$ cat config.mk
export PLATFORM = sky130hd
export DESIGN_NAME = fsm_seq1011_3alw
export DESIGN_NICKNAME = d
export VERILOG_FILES = /design/src/rtl/fsm_seq1011_3alw.sv
export SDC_FILE = /design/constraint.sdc
export NUM_CORES = 1
export LEC_CHECK = 0
export CAP_MARGIN = 20
export CORE_AREA = 2 2 39 41
export CTS_CLUSTER_DIAMETER = 120
export CTS_CLUSTER_SIZE = 28
export DETAILED_ROUTE_END_ITERATION = 8
export DIE_AREA = 0 0 41 43
export MAX_ROUTING_LAYER = met4
export PLACE_DENSITY_LB_ADDON = 0.05
export SYNTH_ARGS = -nofsm -noshare
export SYNTH_HDL_FRONTEND = slang
export SYNTH_SLANG_ARGS = --single-unit
$ cat constraint.sdc
create_clock -name clk -period 1.2 [get_ports clk]
set_input_delay 0.24 -clock clk [delete_from_list [all_inputs] [get_ports clk]]
set_output_delay 0.24 -clock clk [all_outputs]
set_load 0.03 [all_outputs]
$ cat src/rtl/fsm_seq1011_3alw.sv
// Serial "1011" pattern detector with overlap.
// Moore machine split into three processes: state register, next-state logic
// and output decode.
//
// Ports:
//   clk - system clock; all state changes on the rising edge
//   clr - synchronous, active-high reset to S0
//   x   - serial data bit, consumed every cycle
//   z   - detect flag, high for one cycle after the final 1 of "1011"
module fsm_seq1011_3alw (
  input  logic clk,
  input  logic clr,
  input  logic x,
  output logic z
);

  typedef enum logic [2:0] {
    S0 = 3'b000,  // idle, no prefix matched
    S1 = 3'b001,  // seen 1
    S2 = 3'b010,  // seen 10
    S3 = 3'b011,  // seen 101
    S4 = 3'b100   // seen 1011
  } state_e;

  state_e state_q;
  state_e state_d;

  // State register; clr overrides every transition.
  always_ff @(posedge clk) begin
    if (clr) begin
      state_q <= S0;
    end else begin
      state_q <= state_d;
    end
  end

  // Next-state logic. From S4 the matched suffix is reused so that
  // overlapping occurrences are caught; unused codes fall back to S0.
  always_comb begin
    state_d = S0;
    case (state_q)
      S0:      state_d = x ? S1 : S0;
      S1:      state_d = x ? S1 : S2;
      S2:      state_d = x ? S3 : S0;
      S3:      state_d = x ? S4 : S2;
      S4:      state_d = x ? S1 : S2;
      default: state_d = S0;
    endcase
  end

  // Moore decode from the state register only; x never reaches z directly.
  always_comb begin
    z = (state_q == S4);
  end

endmodule

After elaboration in Yosys (flattened, before gate mapping)
Cells that the tools add are included.
{"block": "word_totals", "latchBits": 0, "word_cells": 12, "output_inout_bits": 1, "register_bits": 3, "mem_count": 0, "rom_bits": 0, "ram_bits": 0}
{"block": "op_classes", "n_mul": 0, "reduce_logical": 2, "magnitude_cmp": 0, "bitwise": 0, "n_div": 0, "n_eq_ne": 4, "shifts": 0, "muxes": 5, "addsub": 0}
{"op": "$pmux W3 S4", "count": 1}
{"op": "$eq A3 B2 Y1 const B", "count": 2}
{"op": "$mux W2", "count": 2}
{"op": "$eq A3 B1 Y1 const B", "count": 1}
{"op": "$eq A3 B3 Y1 const B", "count": 1}
{"op": "$logic_not A3 Y1", "count": 1}
{"op": "$mux W3", "count": 1}
{"op": "$reduce_or A2 Y1", "count": 1}
{"op": "$mux W1", "count": 1}

Depth between registers and ports, before layout
{"block": "depth", "depth_word": 3, "mapped_depth": 2, "mapped_depth_nobuf": 2}

Worst setup path after synthesis
Ideal clock, no wire load.
{"block": "synth_timing", "path_type": "register to output", "startpoint": "register state_q[2]", "endpoint": "output port z", "stages_incl_launch_ff": 2, "arrival_time_ns": 1.106, "slack_ns": -0.146, "cell_sequence": "dfxtp_1 nor3b_1"}
{"block": "synth_between", "elab_chain_len": 1}
{"element": "start, declared", "line_no": "25", "text": "state_e state_q;"}
{"element": "start signal, assigned", "line_no": "33", "text": "state_q <= state_d;"}
{"element": "$eq A3 B3 Y1", "line_no": "53", "text": "z = (state_q == S4);"}
{"element": "end, declared", "line_no": "14", "text": "output logic z"}
No other way between the ends.

Worst setup path after layout
{"block": "layout_timing", "startpoint": "register state_q[1]", "endpoint": "output port z"}
The elaborated chain is that of the path after synthesis.

==> reports/summary.txt <==
Worst Path Class, Setup = flip-flop to primary output
Area growth syn-to-layout = 81.7%
Max-cap violations = 0
diodes inserted = 0
post-synthesis register bit count = 3
Pleak = 0.0925 nW
RD Place Congestion = 0.628
R2R cell count = 2
DR vias/cell = 3.45
Worst Hold Endpoint = state_q[2]
Crit-path slowest cell = dfxtp_2
Clock Latency Late Sink = 0.23 ns
Initial Util = 9.86%
fin util = 17.9%
final WL = 333 um
Top Registers = state_q x3
# hold bufs at CTS = 0
cell-internal power = 0.000241 W
Critical Path Fanout Max = 5
Die Wd = 41 um
reg-to-reg critical path startpoint = state_q[1]
vias = 131
CP peak stage delay = 0.34 ns
Synth Warn # = 0
final hold violation count = 0
clock slew at reported path FFs = 0.04 ns
clk_skew = 0.000814 ns
syn_area_per_cell = 11.4 um2
Pwr Density = 1220 mW/mm2
RR Endpoint = state_q[1]
IO Pins = 4
Overall Power = 0.000301 W
number of global-route vias before repair = 112
max reg flops = 3
largest net degree at the start of global routing = 7
maximum clock path buffer count = 2
synthesized area = 136 um2
RSZ-0062 raised after global routing = false
Pre-antenna DRT Iters = 2
I/O Buffers = 3
first-pass GRT wire length = 496 um
Die ar. = 0.00176 mm2
wire per inst = 8.76 um
Fin Hold WS = 0.503 ns
Arr. time, crit path = 0.92 ns
post-route DRC violation count = 0
Largest Register = state_q
minimum clock period = 1.16 ns
root buffer selected by CTS = clkbuf_4
Net Sw Frac = 20.1%
die height = 43 um
Slew HR = 90.5%
min-delay worst type = flip-flop to flip-flop
setup TNS = 0 ns
Clk pwr share = 57.7%
CP startpoint = state_q[1]
core area = 0.00138 mm2
status = complete, no violations
Worst setup SP type = flip-flop
Placed Instances = 33
FF-to-FF setup slack = 0.09 ns
worst path required time = 0.96 ns
post-route insts no fill = 38
cts bufs inserted = 3
Clock Sinks = 3
sequential-to-total area share from yosys stat = 44.0%
Layout Nets = 26
antenna violations before repair = 0
Initial DRC Count = 1
layout cells sized above 1 = 54.5%
fmax = 865 MHz
Slew @ Worst Pin = 0.142 ns
post-route ant nets = 0
Net Switching = 0.0000605 W
H-tree depth = 1
Pins Over Slew Limit = 0
dpl hpwl = 241 um
crit-path cells = nor3b_2, buf_4
combinational power share = 6.9%
hold_sp = state_q[1]
# setup viols final = 0
Reg power frac = 35.3%
GR Overflow Total = 0
# rows = 14
Final Cycle Share = 96.3%
CTS tree = built
post-synth cell types = 8
Worst VDD drop = 0.462 mV
crit end category = primary output
hold path depth = 2
syn_nets = 15
Synth Instances = 12
Total GRT Usage = 4.93%
## Yosys cell counts
cell type	count	area, um2
dfxtp_1	3	60.1
nor3b_1	3	22.5
a31oi_1	1	6.26
maj3_1	1	10.0
nand3b_1	1	7.51
or3b_1	1	8.76
or4b_1	1	10.0
or4bb_1	1	11.3
## power groups by stage
stage / Clock [W] / Combinational, W / Sequential, W
floorplan: 0 / 0.00000601 / 0.000109
global placement: 0 / 0.0000211 / 0.000110
detailed placement: 0 / 0.0000209 / 0.000110
CTS: 0.000183 / 0.0000198 / 0.000108
global route: 0.000194 / 0.0000224 / 0.000107
finish: 0.000174 / 0.0000209 / 0.000107
## how the worst max path moves through the flow
| stage | to | slack, ns | cells past startpoint |
|---|---|---|---|
| final | z | 0.04 | 2 |
| after global routing | z | 0.008 | 2 |
| after CTS | z | 0.01 | 2 |
| after detailed placement | state_q[1] | -0.30 | 3 |
| after global placement | state_q[1] | -0.32 | 3 |
| after floorplan | z | 0.15 | 1 |
## layout by cell type, fill, tap and decap left out
cell	n
dfxtp_2	2
or3b_1	1
clkbuf_1	1
nand3b_1	1
or4bb_1	1
or4b_1	1
clkbuf_4	3
clkdlybuf4s50_1	1
nor3b_1	1
buf_4	4
dfxtp_4	1
maj3_1	1
nor3b_2	2
dlygate4sd2_1	1
a31oi_1	1
## layer usage
layer	vias up	wire, um	GRT usage, %
li1	68	-	-
met1	58	162	6.07
met2	5	127	4.06
met3	0	43	6.81
met4	0	0	2.00
met5	-	0	-
## repair_timing
item                       4_1_cts  5_1_grt
setup buffers                    0        1
gates cloned                     0        0
setup endpoints to repair        2        2
pin swaps                        1        0
gates resized for setup          3        3
## critical path: cells and delay by family, from the launching register on
kind / cells / cell delay [ns]
AND/OR/NAND/NOR: 1 / 0.17
buffers and inverters: 1 / 0.18
flip-flops: 1 / 0.34
## cells by family after synthesis
family	count (synthesis)	share of synthesized area, %
AOI/OAI and AO/OA	1	4.59
DFF	3	44.0
and+or+nand+nor	7	44.0
adders and majority gates	1	7.34
## area by class of cell
type                       instances  area [um2]
sequential                         3        66.3
tap                               16        20.0
multi-input combinational          9        86.3
timing repair buffer               6        48.8
clock buffer                       4        26.3
fill                             163        1140
## metrics by stage
stage / setup slack [ns] / instance area, um2
after global routing: 0.00813 / 248
after detailed placement: -0.305 / 204
after CTS: 0.0147 / 231
after global placement: -0.315 / 204
after floorplan: 0.155 / 141
final: 0.0441 / 248
Power figures use the tool's default switching activity.
